`config.mk`:
```
export PLATFORM = sky130hd
export DESIGN_NAME = tone_map_nch_flat
export DESIGN_NICKNAME = d
export VERILOG_FILES = /design/src/rtl/tone_map_nch_if.sv /design/src/rtl/tone_map_nch.sv /design/src/flat_wrapper.sv
export SDC_FILE = /design/constraint.sdc
export NUM_CORES = 1
export LEC_CHECK = 0
export CAP_MARGIN = 0
export CELL_PAD_IN_SITES_DETAIL_PLACEMENT = 1
export CELL_PAD_IN_SITES_GLOBAL_PLACEMENT = 1
export CORE_MARGIN = 3
export CORE_UTILIZATION = 30
export CTS_CLUSTER_SIZE = 14
export DETAILED_ROUTE_END_ITERATION = 6
export PLACE_DENSITY = 0.61
export SYNTH_ARGS = -nofsm -noshare
export SYNTH_HDL_FRONTEND = slang
export SYNTH_SLANG_ARGS = --single-unit
```
`constraint.sdc`:
```
create_clock -name clk -period 4.3 [get_ports clk]
set_clock_uncertainty 0.05 [all_clocks]
set_input_delay 0.86 -clock clk [delete_from_list [all_inputs] [get_ports clk]]
set_output_delay 0.86 -clock clk [all_outputs]
set_load 0.01 [all_outputs]
```
`src/rtl/tone_map_nch_if.sv`:
```
// tone_map_nch pixel stream bundle: input pixels and strobes, delayed output.
// master drives *_i and reads *_o; slave is the tone mapper side.
interface tone_map_nch_if #(
  parameter int W  = 10,
  parameter int WO = 8,
  parameter int CH = 3
);
  logic              sop_i;
  logic              eop_i;
  logic              valid_i;
  logic [CH*W-1:0]   data_i;
  logic [CH*WO-1:0]  data_o;
  logic              sop_o;
  logic              eop_o;
  logic              valid_o;
  logic              mode_o;

  modport master (
    output sop_i, eop_i, valid_i, data_i,
    input  data_o, sop_o, eop_o, valid_o, mode_o
  );

  modport slave (
    input  sop_i, eop_i, valid_i, data_i,
    output data_o, sop_o, eop_o, valid_o, mode_o
  );
endinterface

```
`src/rtl/tone_map_nch.sv`:
```
// N-channel tone mapper: per-frame auto-exposure shift plus knee compressor.
// Ports: clk, reset, enable, reg_knee, reg_slope_sh, frame_shift_o, st (stream).
module tone_map_nch #(
  parameter int W  = 10,
  parameter int WO = 8,
  parameter int CH = 3,
  parameter int SW = $clog2(W-WO+1)
) (
  input  logic          clk,
  input  logic          reset,
  input  logic          enable,
  input  logic [WO-1:0] reg_knee,
  input  logic [3:0]    reg_slope_sh,
  output logic [SW-1:0] frame_shift_o,
  tone_map_nch_if.slave st
);
  localparam int DS = W - WO;
  localparam logic [WO-1:0] OMAX = '1;
  localparam logic [W-1:0]  OMAXW = {{DS{1'b0}}, OMAX};

  logic          mode_q;
  logic          in_frame;
  logic [W-1:0]  run_max;
  logic [SW-1:0] exp_shift;
  logic [SW-1:0] frame_sh;
  logic [W-1:0]  pmax;
  logic [W-1:0]  fmax;
  logic [SW-1:0] new_shift;
  logic          start;

  assign start = st.valid_i & st.sop_i;
  assign frame_shift_o = exp_shift;

  always_comb begin
    pmax = '0;
    for (int k = 0; k < CH; k++)
      if (st.data_i[k*W +: W] > pmax)
        pmax = st.data_i[k*W +: W];
  end

  // A sop pixel starts a fresh maximum, even if it is also the eop.
  always_comb begin
    fmax = pmax;
    if (!st.sop_i && run_max > pmax)
      fmax = run_max;
  end

  // Smallest shift that brings the frame peak into output range.
  always_comb begin
    new_shift = SW'(DS);
    for (int i = DS; i >= 0; i--)
      if ((fmax >> i) <= OMAXW)
        new_shift = SW'(i);
  end

  // Mode and frame shift are frozen at sop; an eop only arms the next frame.
  always_ff @(posedge clk or posedge reset) begin
    if (reset) begin
      mode_q    <= 1'b0;
      in_frame  <= 1'b0;
      run_max   <= '0;
      exp_shift <= SW'(DS);
      frame_sh  <= SW'(DS);
    end else begin
      if (start) begin
        mode_q   <= enable;
        frame_sh <= exp_shift;
        run_max  <= pmax;
        in_frame <= 1'b1;
      end else if (st.valid_i && in_frame) begin
        run_max  <= fmax;
      end
      if (st.valid_i && st.eop_i && (st.sop_i || in_frame)) begin
        exp_shift <= new_shift;
        in_frame  <= 1'b0;
      end
    end
  end

  logic              v1, s1, e1, m1;
  logic [CH*W-1:0]   d1;
  logic [SW-1:0]     sh1;
  logic              v2, s2, e2, m2;
  logic [CH*WO-1:0]  d2;
  logic [CH*WO-1:0]  d2_n;
  logic [CH*WO-1:0]  d3_n;

  always_comb begin
    logic [W-1:0]  xs;
    logic [WO-1:0] y;
    d2_n = '0;
    for (int k = 0; k < CH; k++) begin
      xs = d1[k*W +: W] >> sh1;
      y  = (|xs[W-1:WO]) ? OMAX : xs[WO-1:0];
      d2_n[k*WO +: WO] = m1 ? y : d1[k*W+W-1 -: WO];
    end
  end

  // Above the knee the excess is attenuated; result never exceeds y.
  always_comb begin
    logic [WO-1:0] y3;
    d3_n = '0;
    for (int k = 0; k < CH; k++) begin
      y3 = d2[k*WO +: WO];
      if (m2 && y3 > reg_knee)
        d3_n[k*WO +: WO] = reg_knee + ((y3 - reg_knee) >> reg_slope_sh);
      else
        d3_n[k*WO +: WO] = y3;
    end
  end

  always_ff @(posedge clk or posedge reset) begin
    if (reset) begin
      v1 <= 1'b0; s1 <= 1'b0; e1 <= 1'b0; m1 <= 1'b0;
      d1 <= '0;   sh1 <= '0;
      v2 <= 1'b0; s2 <= 1'b0; e2 <= 1'b0; m2 <= 1'b0;
      d2 <= '0;
      st.valid_o <= 1'b0;
      st.sop_o   <= 1'b0;
      st.eop_o   <= 1'b0;
      st.mode_o  <= 1'b0;
      st.data_o  <= '0;
    end else begin
      v1  <= st.valid_i;
      s1  <= st.valid_i & st.sop_i;
      e1  <= st.valid_i & st.eop_i;
      m1  <= start ? enable : mode_q;
      sh1 <= start ? exp_shift : frame_sh;
      d1  <= st.data_i;
      v2  <= v1; s2 <= s1; e2 <= e1; m2 <= m1;
      d2  <= d2_n;
      st.valid_o <= v2;
      st.sop_o   <= s2;
      st.eop_o   <= e2;
      st.mode_o  <= m2;
      st.data_o  <= d3_n;
    end
  end
endmodule

```
`src/flat_wrapper.sv`:
```
// flat-port wrapper written by rule: the top's interface ports become plain ports
module tone_map_nch_flat 
#(
  parameter int W  = 10,
  parameter int WO = 8,
  parameter int CH = 3,
  parameter int SW = $clog2(W-WO+1)
)
  (clk, reset, enable, reg_knee, reg_slope_sh, frame_shift_o, st_sop_i, st_eop_i, st_valid_i, st_data_i, st_data_o, st_sop_o, st_eop_o, st_valid_o, st_mode_o);
  tone_map_nch_if #(.W(W), .WO(WO), .CH(CH)) st_i ();
  input  logic clk;
  input  logic reset;
  input  logic enable;
  input  logic [WO-1:0] reg_knee;
  input  logic [3:0] reg_slope_sh;
  output logic [SW-1:0] frame_shift_o;
  input wire logic [$bits(st_i.sop_i)-1:0] st_sop_i;
  input wire logic [$bits(st_i.eop_i)-1:0] st_eop_i;
  input wire logic [$bits(st_i.valid_i)-1:0] st_valid_i;
  input wire logic [$bits(st_i.data_i)-1:0] st_data_i;
  output wire logic [$bits(st_i.data_o)-1:0] st_data_o;
  output wire logic [$bits(st_i.sop_o)-1:0] st_sop_o;
  output wire logic [$bits(st_i.eop_o)-1:0] st_eop_o;
  output wire logic [$bits(st_i.valid_o)-1:0] st_valid_o;
  output wire logic [$bits(st_i.mode_o)-1:0] st_mode_o;
  assign st_i.sop_i = st_sop_i;
  assign st_i.eop_i = st_eop_i;
  assign st_i.valid_i = st_valid_i;
  assign st_i.data_i = st_data_i;
  assign st_data_o = st_i.data_o;
  assign st_sop_o = st_i.sop_o;
  assign st_eop_o = st_i.eop_o;
  assign st_valid_o = st_i.valid_o;
  assign st_mode_o = st_i.mode_o;
  tone_map_nch #(.W(W), .WO(WO), .CH(CH), .SW(SW)) u_core (.clk(clk), .reset(reset), .enable(enable), .reg_knee(reg_knee), .reg_slope_sh(reg_slope_sh), .frame_shift_o(frame_shift_o), .st(st_i));
endmodule
```
==> Yosys cells after proc, flatten, opt, wreduce, memory -nomap -nowiden <==
Cells that the tools add are included.
{ "word_totals": {"word_cells": 77, "out_inout_bits": 30, "reg_bits": 107} }
{ "classes": {"n_shift": 6, "n_lt_le_gt_ge": 9, "muxes": 20, "addsub": 6, "bitwise_logic": 2, "reduce_logical": 14} }
{ "ops": {"columns": ["op", "count"], "rows": [
  ["8-bit two-way mux", 9],
  ["10-bit two-way mux", 6],
  ["10-bit greater-than comparator", 3],
  ["10-bit by 2-bit >> shifter with 10-bit output", 3],
  ["8-bit adder", 3],
  ["8-bit greater-than comparator", 3],
  ["8-bit by 4-bit >> shifter with 8-bit output", 3],
  ["8-bit subtractor", 3],
  ["10-bit by 1-bit greater-than comparator with 1-bit output (second input constant)", 1],
  ["10-bit by 8-bit less-or-equal comparator with 1-bit output (second input constant)", 1],
  ["9-bit by 8-bit less-or-equal comparator with 1-bit output (second input constant)", 1],
  ["1-bit logical AND", 7],
  ["2-bit two-way mux", 3],
  ["2-bit OR reduction", 3],
  ["2-bit nonzero test", 2],
  ["1-bit AND", 2],
  ["1-bit two-way mux", 2],
  ["1-bit logical NOT", 1],
  ["1-bit logical OR", 1]
]} }

==> Longest topological paths before layout <==
{ "logic_depth": {"depth_word": 12, "depth_mapped": 30} }

==> Worst setup path before layout <==
No wires, ideal clock.
{ "synth_timing": {"kind": "input -> register", "from": "in st_data_i[9]", "to": "reg u_core.run_max[3]", "setup_slack_ns": -1.807, "arrival_time_ns": 5.953, "setup_time_ns": 0.104, "n_path_buf": 3, "cell_stages": 28, "required_ns": 4.146, "cell_sequence": "inv_1 > ha_1 > and4_4 > o211a_4 > nor4_2 > nor2_1 > clkbuf_1 > a21oi_1 > ha_1 > nand4_1 > o21bai_1 > or3_1 > nor3_2 > a211oi_4 > a21o_2 > clkbuf_1 > o21ai_0 > ha_1 > nor2b_1 > o21ai_0 > nand2b_1 > and2_1 > a221oi_1 > a221o_1 > and2_4 > buf_2 > o2111ai_1 > o311ai_1"} }
{ "synth_via": {"elab_chain_len": 11} }
{ "synth_rtl": {"columns": ["item", "line_no", "text"], "rows": [
  ["from (decl)", "flat_wrapper.sv:20", "input wire logic [$bits(st_i.data_i)-1:0] st_data_i;"],
  ["10-bit by 1-bit greater-than comparator with 1-bit output", "tone_map_nch.sv:37", "if (st.data_i[k*W +: W] > pmax)"],
  ["10-bit two-way mux *", "tone_map_nch.sv:37", null],
  ["10-bit greater-than comparator", "tone_map_nch.sv:37", null],
  ["10-bit two-way mux *", "tone_map_nch.sv:37", null],
  ["10-bit greater-than comparator", "tone_map_nch.sv:37", null],
  ["10-bit two-way mux *", "tone_map_nch.sv:37", null],
  ["10-bit greater-than comparator", "tone_map_nch.sv:44", "if (!st.sop_i && run_max > pmax)"],
  ["1-bit logical AND", "tone_map_nch.sv:44", null],
  ["10-bit two-way mux", "tone_map_nch.sv:44", null],
  ["10-bit two-way mux", "tone_map_nch.sv:70", "end else if (st.valid_i && in_frame) begin"],
  ["10-bit two-way mux *", "tone_map_nch.sv:65", "if (start) begin"],
  ["to (signal assigned)", "tone_map_nch.sv:68", "run_max <= pmax;"],
  ["to (signal assigned)", "tone_map_nch.sv:71", "run_max <= fmax;"],
  ["to (decl)", "tone_map_nch.sv:23", "logic [W-1:0] run_max;"]
]} }
Mark *: on every way between the ends. The rest lies on a longest branch, timed or not. The select of a mux whose other input is x is not followed.
A chain may end at the register's enable or synchronous reset.

==> Worst setup path in the final report <==
{ "layout_timing": {"from": "in st_data_i[19]", "to": "reg u_core.run_max[0]"} }
{ "layout_via": {"elab_chain_len": 9} }
{ "layout_rtl": {"columns": ["item", "line_no"], "rows": [
  ["10-bit greater-than comparator", "tone_map_nch.sv:37"],
  ["10-bit two-way mux *", "tone_map_nch.sv:37"],
  ["10-bit greater-than comparator", "tone_map_nch.sv:37"],
  ["10-bit two-way mux *", "tone_map_nch.sv:37"],
  ["10-bit greater-than comparator", "tone_map_nch.sv:44"],
  ["1-bit logical AND", "tone_map_nch.sv:44"],
  ["10-bit two-way mux", "tone_map_nch.sv:44"],
  ["10-bit two-way mux", "tone_map_nch.sv:70"],
  ["10-bit two-way mux *", "tone_map_nch.sv:65"]
]} }
Marks and branches as above.

==> results_dict.tcl <==
set metrics [dict create \
    critPathLaunchType "primary input" \
    drc 0 \
    ys_seq_elements 106 \
    synth_edf_count 0 \
    diodes 0 \
    coreArea_um2 25300 \
    placementRows 58 \
    maxSlewHeadroom 0.257 \
    rsz0062_at_grt "true" \
    hp-class "flip-flop to flip-flop" \
    synth.distinct_cells 70 \
    async_reset_ff_frac 1.00 \
    drv_cap 0 \
    numPortBuffers 77 \
    via_per_inst 5.05 \
    firstDrtPassIters 4 \
    ir_worst_vdd_mv 0.220 \
    violations "negative setup slack" \
    fin_crit_sh 1.28 \
    tightest_slew_ps 1110 \
    hold_buffers 0 \
    grt_pass1_vias 8258 \
    drtIter0Drc 303 \
    drive_gt1_frac 0.472 \
    max_freq_mhz 182 \
    maxSlewViolCount 0 \
    start_util 0.305 \
    leakagePower_nw 5.60 \
    fin_ws_ps -1190 \
    worstPathMaxFanout 7 \
    drtAntennaViolNets 0 \
    routed_wl_mm 27.8 \
    synth_xor_xnor_area_share 0.0386 \
    antenna_found_initial 0 \
    synthFlopType "dfrtp_1" \
    layout_common_cells "buf_4, dfrtp_1, nor2_1, nand2_1, clkdlybuf4s50_1" \
    cts_made_buffers 9 \
    stdcell_count 1517 \
    wl_per_cell_um 18.3 \
    die_h_um 166 \
    total_power_mw 5.86 \
    cts_tree "built" \
    synth-seq-area-share 0.344 \
    yosys_warnings 0 \
    hold_violations 0 \
    cp.required_ps 4480 \
    synth_mux_area_frac 0.0771 \
    register_area_um2 2660 \
    syn_area_per_cell_um2 9.03 \
    io-pin-count 78 \
    nNetsFinal 1308 \
    dp_hpwl_mm 21.0 \
    clockBufferDepth 2 \
    dieArea_um2 27700 \
    synth_area_um2 7710 \
    finalCriticalPeriod_ps 5490 \
    cts_root_buffer "clkbuf_16" \
    syn_to_final_growth_pct 61.0 \
    critical_path_class "primary input to flip-flop" \
    clkLatencyLatePin_ps 360 \
    synth_fa_ha_area_frac 0.132 \
    track_usage 0.195 \
    final_common_cell "buf_4" \
    synth_top_family_by_area "compound AO/OA/AOI/OAI gates" \
    synth_simple_gate_area_frac 0.149 \
    finalSetupViolations 23 \
    htree_levels 3 \
    place.gp.congestion 0.851 \
    cp-end-kind "flip-flop" \
    synthesis.instances 854 \
    power.density_nw_per_um2 472 \
    clkSinkCount 106 \
    multiInputGateArea_um2 5830 \
    grt_max_degree 36 \
    overflow 0 \
    grt_pass1_wl_mm 43.6 \
    status "complete, but fails checks" \
    dp.cells 1446 \
    nFillCells 2830 \
    die_w_um 166 \
    vias 7668 \
    crit_arrival_ps 5670 \
    synth_compound_area_frac 0.208 \
    clk_pin_slew_worst_paths_ps 80 \
    syn_nets 980 \
]
layer usage:
| metal | vias to the layer above | GRT usage | part of all wire |
|---|---|---|---|
| li1 | 3717 | - | - |
| met1 | 3794 | 0.245 | 0.44 |
| met2 | 126 | 0.355 | 0.52 |
| met3 | 31 | 0.0212 | 0.022 |
| met4 | 0 | 0.0581 | 0.019 |
| met5 | - | 0 | 0 |
through the flow:
step | util | hold WS, ps | setup TNS [ps] | setup WS, ps | area, µm²
floorplan | - | 281 | -17180 | -1360 | 8080
global placement | 0.427 | 283 | -41040 | -1990 | 10800
detailed placement | 0.427 | 286 | -45130 | -2230 | 10800
CTS | 0.463 | 305 | -16960 | -1290 | 11700
global route | 0.491 | 316 | -21360 | -1420 | 12400
finish | 0.491 | 302 | -16020 | -1190 | 12400
critical path, cell delays in order:
cell and delay (ps):
buf_2 140, ha_4 250, and4_4 160, o211a_4 150
nor4_4 250, buf_4 190, nor2_4 70, nor2_2 110
a21oi_2 50, ha_1 310, nand4_1 140, o21bai_4 200
or3_4 370, nor3_4 150, a211oi_4 60, a21o_4 260
mux2_4 340, ha_4 170, nor2b_4 100, o21ai_2 70
buf_4 130, nor2b_2 150, a221o_1 360, and2_4 170
buf_12 140, o2111ai_4 190, o311ai_2 120
cell usage after synthesis, types with 7 or more instances:
cell / n / area (µm²)
a211oi_1: 20 / 150
dfrtp_1: 104 / 2600
nor3_1: 19 / 95.1
mux2_2: 24 / 270
o22a_1: 12 / 105
nor2_1: 88 / 330
nand2b_1: 7 / 43.8
a21oi_1: 55 / 275
inv_1: 68 / 255
nand4_1: 11 / 68.8
ha_1: 72 / 901
a21o_1: 14 / 105
nand2_1: 74 / 278
clkbuf_1: 30 / 113
o21ai_0: 58 / 290
o311ai_0: 7 / 61.3
nor2b_1: 14 / 87.6
mux4_2: 8 / 180
mux2i_1: 13 / 130
a221oi_1: 9 / 78.8
xnor2_1: 28 / 245
o22ai_1: 13 / 81.3
cell families after synthesis:
family | after synthesis
AO/OA/AOI/OAI | 240
AND/OR/NAND/NOR | 246
multiplexers | 46
buffers and inverters | 104
adder cells (fa/ha/maj) | 78
flip-flops | 106
XOR/XNOR | 34
final cells by class:
type,instances,area share
Inverter,71,0.0252
Sequential cell,106,0.214
Clock buffer,9,0.0181
Clock inverter,7,0.00685
Tap cell,330,0.0333
Timing Repair Buffer,348,0.233
Multi-Input combinational cell,646,0.469
registers in the layout, indices dropped and copies added, names as in the netlist:
name                  flops
u_core.in_frame           1
u_core.v2                 1
u_core.e2                 1
u_core.frame_sh           2
u_core.st.data_o         24
u_core.st.mode_o          1
u_core.mode_q             1
u_core.m2                 1
u_core.e1                 1
u_core.st.eop_o           1
u_core.v1                 1
u_core.s2                 1
u_core.sh1                1
u_core.st.sop_o           1
u_core.d2                24
u_core.run_max           10
u_core.d1                30
u_core.frame_shift_o      2
u_core.s1                 1
u_core.st.valid_o         1
worst paths after layout:
path | cells past startpoint | startpoint | slack (ps) | end
max in group asynchronous | 3 | reset | 2620 | u_core.st.data_o[20]
min in group asynchronous | 2 | reset | 810 | u_core.d1[7]
setup reg to reg | 25 | u_core.d2[0] | -230 | u_core.st.data_o[7]
hold / removal | 0 | u_core.e1 | 300 | u_core.e2
hold reg to reg | 0 | u_core.e1 | 300 | u_core.e2
setup / recovery | 27 | st_data_i[19] | -1190 | u_core.run_max[0]
report_power, final:
part	internal, mW	switching, mW
logic	1.91	1.61
clock network	0.464	0.415
registers	1.22	0.244
timing repair:
item,4_1_cts,5_1_grt
pin swaps,107,112
setup endpoints to repair,33,29
resized for setup,189,145
gates cloned,2,0
setup buffers,36,31
No activity file was read; power rests on OpenSTA's default activity.
==> variant 1: new RTL, same settings <==
Make the reset (`reset`) synchronous in 2 clocked blocks.
--- a/src/rtl/tone_map_nch.sv
+++ b/src/rtl/tone_map_nch.sv
@@ -56,3 +56,3 @@
   // Mode and frame shift are frozen at sop; an eop only arms the next frame.
-  always_ff @(posedge clk or posedge reset) begin
+  always_ff @(posedge clk) begin
     if (reset) begin
@@ -111,3 +111,3 @@
 
-  always_ff @(posedge clk or posedge reset) begin
+  always_ff @(posedge clk) begin
     if (reset) begin
Function: differs if reset is asserted again (counterexample within 4 cycles, from zero or initial values and one cycle with reset high); with reset held inactive, the same outputs for 4 cycles.
==> variant 1 against the original RTL <==
  * The run still ends with negative setup slack left
  * Area after synthesis shrank 4.0%
  * Critical endpoint is now u_core.frame_shift_o[1]
  * Worst setup slack got worse by 0.38 ns
  * Global-route usage up 0.93 points
  * Fmax is 6.5% lower
  * Sequential cell count did not move
  * Cell area decreased by 2.3%
  * Critical path depth grew 2
  * Routed wire length fell by 0.21%
Power is not compared: it rests on default switching activity, and its combinational part moved more than twofold at a synthesized area within 25%.
==> variant 1: results (changes against the original RTL) <==
<table>
<tr><th>Metric</th><th>Value</th></tr>
<tr><th colspan="2">Outcome</th></tr>
<tr><td>Run status</td><td>complete, but fails checks (unchanged)</td></tr>
<tr><td>Failing checks</td><td>negative setup slack (unchanged)</td></tr>
<tr><th colspan="2">Drt</th></tr>
<tr><td>Post-detailed-route via-to-cell ratio</td><td>5.009 (was 5.055)</td></tr>
<tr><td>Iteration-0 DRC count of the detailed router</td><td>241 (was 303)</td></tr>
<tr><td>Routed length on met2</td><td>14240 um (was 14330 um)</td></tr>
<tr><td>Met3 WL</td><td>696 um (was 614 um)</td></tr>
<tr><th colspan="2">Timing</th></tr>
<tr><td>Final number of setup-violating endpoints</td><td>20 (was 23)</td></tr>
<tr><td>Slew of the pin with the lowest slew margin</td><td>1.356 ns (was 1.110 ns)</td></tr>
<tr><td>Slack of the critical path</td><td>-1.569 ns (was -1.188 ns)</td></tr>
<tr><th colspan="2">Hold path</th></tr>
<tr><td>Hold wc startpoint</td><td>u_core.s1 (was u_core.e1)</td></tr>
<tr><td>Number of stages on the worst hold path</td><td>1 (was 0)</td></tr>
<tr><td>Sink of the worst hold path</td><td>u_core.s2 (was u_core.e2)</td></tr>
<tr><th colspan="2">Synth</th></tr>
<tr><td>Leading cell types by count after synthesis</td><td>nor2_1 (123), dfxtp_1 (106), ha_1 (72) (was dfrtp_1 (104), nor2_1 (88), nand2_1 (74))</td></tr>
<tr><td>Cell types with the largest area share after synthesis</td><td>dfxtp_1 (29%), ha_1 (12%), mux2i_1 (6.6%), nor2_1 (6.2%), a21oi_1 (4.3%) (was dfrtp_1 (34%), ha_1 (12%), nor2_1 (4.3%), o21ai_0 (3.8%), nand2_1 (3.6%))</td></tr>
<tr><td>Share of async-settable or async-resettable flops after synthesis</td><td>0 (was 1.000)</td></tr>
<tr><td>Most used flip-flop cell after synthesis</td><td>dfxtp_1 (was dfrtp_1)</td></tr>
<tr><td>Total nets after synthesis</td><td>1013 (was 980)</td></tr>
<tr><th colspan="2">Setup path</th></tr>
<tr><td>Slowest stage delay, CP</td><td>0.62 ns (was 0.37 ns)</td></tr>
<tr><td>Reg2reg start</td><td>u_core.d2[8] (was u_core.d2[0])</td></tr>
<tr><td>Number of cells on the worst reg-to-reg path</td><td>26 (was 25)</td></tr>
<tr><td>Worst setup path start</td><td>st_data_i[9] (was st_data_i[19])</td></tr>
<tr><td>Worst reg2reg path endpoint</td><td>u_core.st.data_o[15] (was u_core.st.data_o[7])</td></tr>
<tr><td>Cell with the largest stage delay on the worst path</td><td>or4b_4 (was or3_4)</td></tr>
<tr><th colspan="2">Placement</th></tr>
<tr><td>Post-DP HPWL</td><td>20020 um (was 20990 um)</td></tr>
<tr><td>Cell area after placement</td><td>0.01023 mm^2 (was 0.01079 mm^2)</td></tr>
<tr><th colspan="2">GRT</th></tr>
<tr><td>Number of global-route vias before repair</td><td>8094 (was 8258)</td></tr>
<tr><td>Met2 track utilization from global routing</td><td>0.3706 (was 0.3548)</td></tr>
<tr><td>Met3 Use GR</td><td>0.02359 (was 0.02119)</td></tr>
</table>
==> variant 1: layout make-up <==
type	instances	area, um^2
fillers	2716	11770
multi-input cells	672	5957
inverters	69	275.3
repair buffers	371	3095
clock buffers	10	229.0
clock inverters	6	47.55
flip-flops and latches	106	2122
well taps	319	399.1
==> variant 1: logic make-up after synthesis <==
| kind of cell | share of synthesized area |
|---|---|
| XOR/XNOR | 0.04377 |
| multiplexers | 0.09363 |
| buffers and inverters | 0.05679 |
| AND/OR/NAND/NOR | 0.1704 |
| flip-flops | 0.2866 |
| AO/OA/AOI/OAI | 0.2109 |
| adder cells (fa/ha/maj) | 0.1379 |
==> variant 1: power breakdown <==
part / leakage, nW / total [mW] / switching, mW / internal [mW]
sequential: 0.872 / 1.09 / 0.0480 / 1.04
clock: 0.134 / 0.789 / 0.389 / 0.400
combinational: 4.23 / 1.68 / 0.781 / 0.904
total: 5.24 / 3.56 / 1.22 / 2.34
==> variant 2: new RTL, config.mk and constraints unchanged <==
Made on the original files. `CH` is set to 3 in 3 places; all go to 2.
--- a/src/rtl/tone_map_nch_if.sv
+++ b/src/rtl/tone_map_nch_if.sv
@@ -5,3 +5,3 @@
   parameter int WO = 8,
-  parameter int CH = 3
+  parameter int CH = 2
 );
--- a/src/rtl/tone_map_nch.sv
+++ b/src/rtl/tone_map_nch.sv
@@ -5,3 +5,3 @@
   parameter int WO = 8,
-  parameter int CH = 3,
+  parameter int CH = 2,
   parameter int SW = $clog2(W-WO+1)
--- a/src/flat_wrapper.sv
+++ b/src/flat_wrapper.sv
@@ -5,3 +5,3 @@
   parameter int WO = 8,
-  parameter int CH = 3,
+  parameter int CH = 2,
   parameter int SW = $clog2(W-WO+1)
Interface: changed (resized st_data_i and st_data_o); port bits go from 78 to 60. The function was not compared with the original's and may differ.
==> variant 2 against the original RTL <==
  * Register-to-register slack improved by 0.37 ns
  * Global-route usage decreased by 1.1 points
  * Combinational power decreased by 41%
  * Worst setup slack improved by 1.2 ns
  * Sequential share of layout area increased by 2.9 points
  * Routed wire length decreased by 33%
  * Area after synthesis decreased by 29%
  * Total power decreased by 33%
  * Sequential cell count decreased by 26
  * Cell area decreased by 34%
  * First-iteration DRC count decreased by 37%
  * Critical path type unchanged
  * Critical endpoint is now u_core.st.data_o[4]
  * Largest cell class unchanged
==> variant 2: results (changes against the original RTL) <==
<table>
<tr><th>Metric</th><th>Value</th></tr>
<tr><th colspan="2">Drt</th></tr>
<tr><td>Routed via count</td><td>5116 (was 7668)</td></tr>
<tr><td>Avg WL per Cell</td><td>18.90 um (was 18.31 um)</td></tr>
<tr><td>Metal1 wirelength</td><td>7697 um (was 12310 um)</td></tr>
<tr><th colspan="2">GRT</th></tr>
<tr><td>GRT Resource Usage Total</td><td>0.1845 (was 0.1954)</td></tr>
<tr><td>Wire length of the first global-routing pass</td><td>29370 um (was 43570 um)</td></tr>
<tr><td>Number of global-route vias before repair</td><td>5660 (was 8258)</td></tr>
<tr><td>Met2 track utilization from global routing</td><td>0.3383 (was 0.3548)</td></tr>
<tr><th colspan="2">Clock network</th></tr>
<tr><td>Clock latency on the worst-skew pair</td><td>0.34 ns (was 0.36 ns)</td></tr>
<tr><th colspan="2">Final layout</th></tr>
<tr><td>Count of buffers not belonging to the clock network in the layout</td><td>208 (was 348)</td></tr>
<tr><td>Portion of the layout cell area used by non-clock buffers</td><td>0.2085 (was 0.2332)</td></tr>
<tr><td>Inverter count of the layout excluding clock inverters</td><td>53 (was 71)</td></tr>
<tr><td>Nets</td><td>847 (was 1308)</td></tr>
<tr><td>Layout clock buffer count</td><td>11 (was 9)</td></tr>
<tr><td>Number of filler instances in the final layout</td><td>1964 (was 2830)</td></tr>
<tr><td>Final instance count without filler cells</td><td>985 (was 1517)</td></tr>
<tr><th colspan="2">Synth</th></tr>
<tr><td>Cell variety after synth</td><td>73 (was 70)</td></tr>
<tr><td>Cell types with the largest area share after synthesis</td><td>dfrtp_1 (35%), ha_1 (11%), mux2i_1 (3.6%), inv_1 (3.4%), mux4_2 (3.3%) (was dfrtp_1 (34%), ha_1 (12%), nor2_1 (4.3%), o21ai_0 (3.8%), nand2_1 (3.6%))</td></tr>
<tr><th colspan="2">Placement</th></tr>
<tr><td>Port Buffers</td><td>59 (was 77)</td></tr>
<tr><th colspan="2">Outcome</th></tr>
<tr><td>Run status</td><td>complete, no violations (was complete, but fails checks)</td></tr>
<tr><th colspan="2">Timing</th></tr>
<tr><td>Slew of the pin with the lowest slew margin</td><td>1.091 ns (was 1.110 ns)</td></tr>
<tr><th colspan="2">Pwr</th></tr>
<tr><td>Worst supply voltage drop on vdd</td><td>0.2726 mV (was 0.2203 mV)</td></tr>
<tr><th colspan="2">Setup path</th></tr>
<tr><td>Maximum fanout along the worst path</td><td>3 (was 7)</td></tr>
<tr><td>Arrival time reported for the critical path endpoint</td><td>4.47 ns (was 5.67 ns)</td></tr>
<tr><td>Worst reg2reg path endpoint</td><td>u_core.st.data_o[4] (was u_core.st.data_o[7])</td></tr>
<tr><td>Cell with the largest stage delay on the worst path</td><td>o32ai_1 (was or3_4)</td></tr>
</table>
variant 2: changes by cell type in the layout (fill, tap and decap cells not counted), sizes merged, moves of 10 or more:
cell | before | now
a21oi | 57 | 33
buf | 289 | 150
inv | 70 | 52
o21ai | 64 | 30
clkdlybuf4s50 | 52 | 39
mux2 | 24 | 13
dfrtp | 104 | 78
ha | 72 | 50
nor2 | 89 | 38
o22ai | 13 | 3
nand2 | 75 | 26
xnor2 | 28 | 8
variant 2: how the worst min path moves through the flow:
stage | startpoint | to | slack (ns) | cells after the start
floorplan | u_core.e1 | u_core.e2 | 0.28 | 0
global placement | u_core.v1 | u_core.v2 | 0.29 | 0
detailed placement | u_core.s2 | u_core.st.sop_o | 0.29 | 0
CTS | u_core.s2 | u_core.st.sop_o | 0.30 | 0
global route | u_core.s1 | u_core.s2 | 0.31 | 0
finish | u_core.v1 | u_core.v2 | 0.30 | 0
variant 2: worst reg2reg max path, stage by stage, from the launching register on:
cell and delay [ns]:
dfrtp_1 0.36, inv_1 0.11, ha_1 0.19, inv_1 0.06, fa_2 0.35, a211oi_2 0.25
nor2_1 0.09, o31a_1 0.37, o21ai_2 0.22, a21oi_1 0.12, o32ai_1 0.42, ha_1 0.33
buf_4 0.15, nor2b_1 0.12, o21ai_1 0.21, a21boi_2 0.10, buf_4 0.13, buf_4 0.12
o31ai_1 0.31
variant 2: power breakdown:
group | switching, mW | total [mW] | internal [mW]
clock | 0.299 | 0.748 | 0.449
combinational | 0.959 | 2.07 | 1.11
sequential | 0.181 | 1.11 | 0.931
variant 2: per-stage QoR:
step | utilization | TNS [ns]
floorplan | - | 0
global placement | 0.4130 | -12.04
detailed placement | 0.4130 | -14.97
CTS | 0.4482 | 0
global route | 0.4686 | -0.5799
finish | 0.4686 | 0
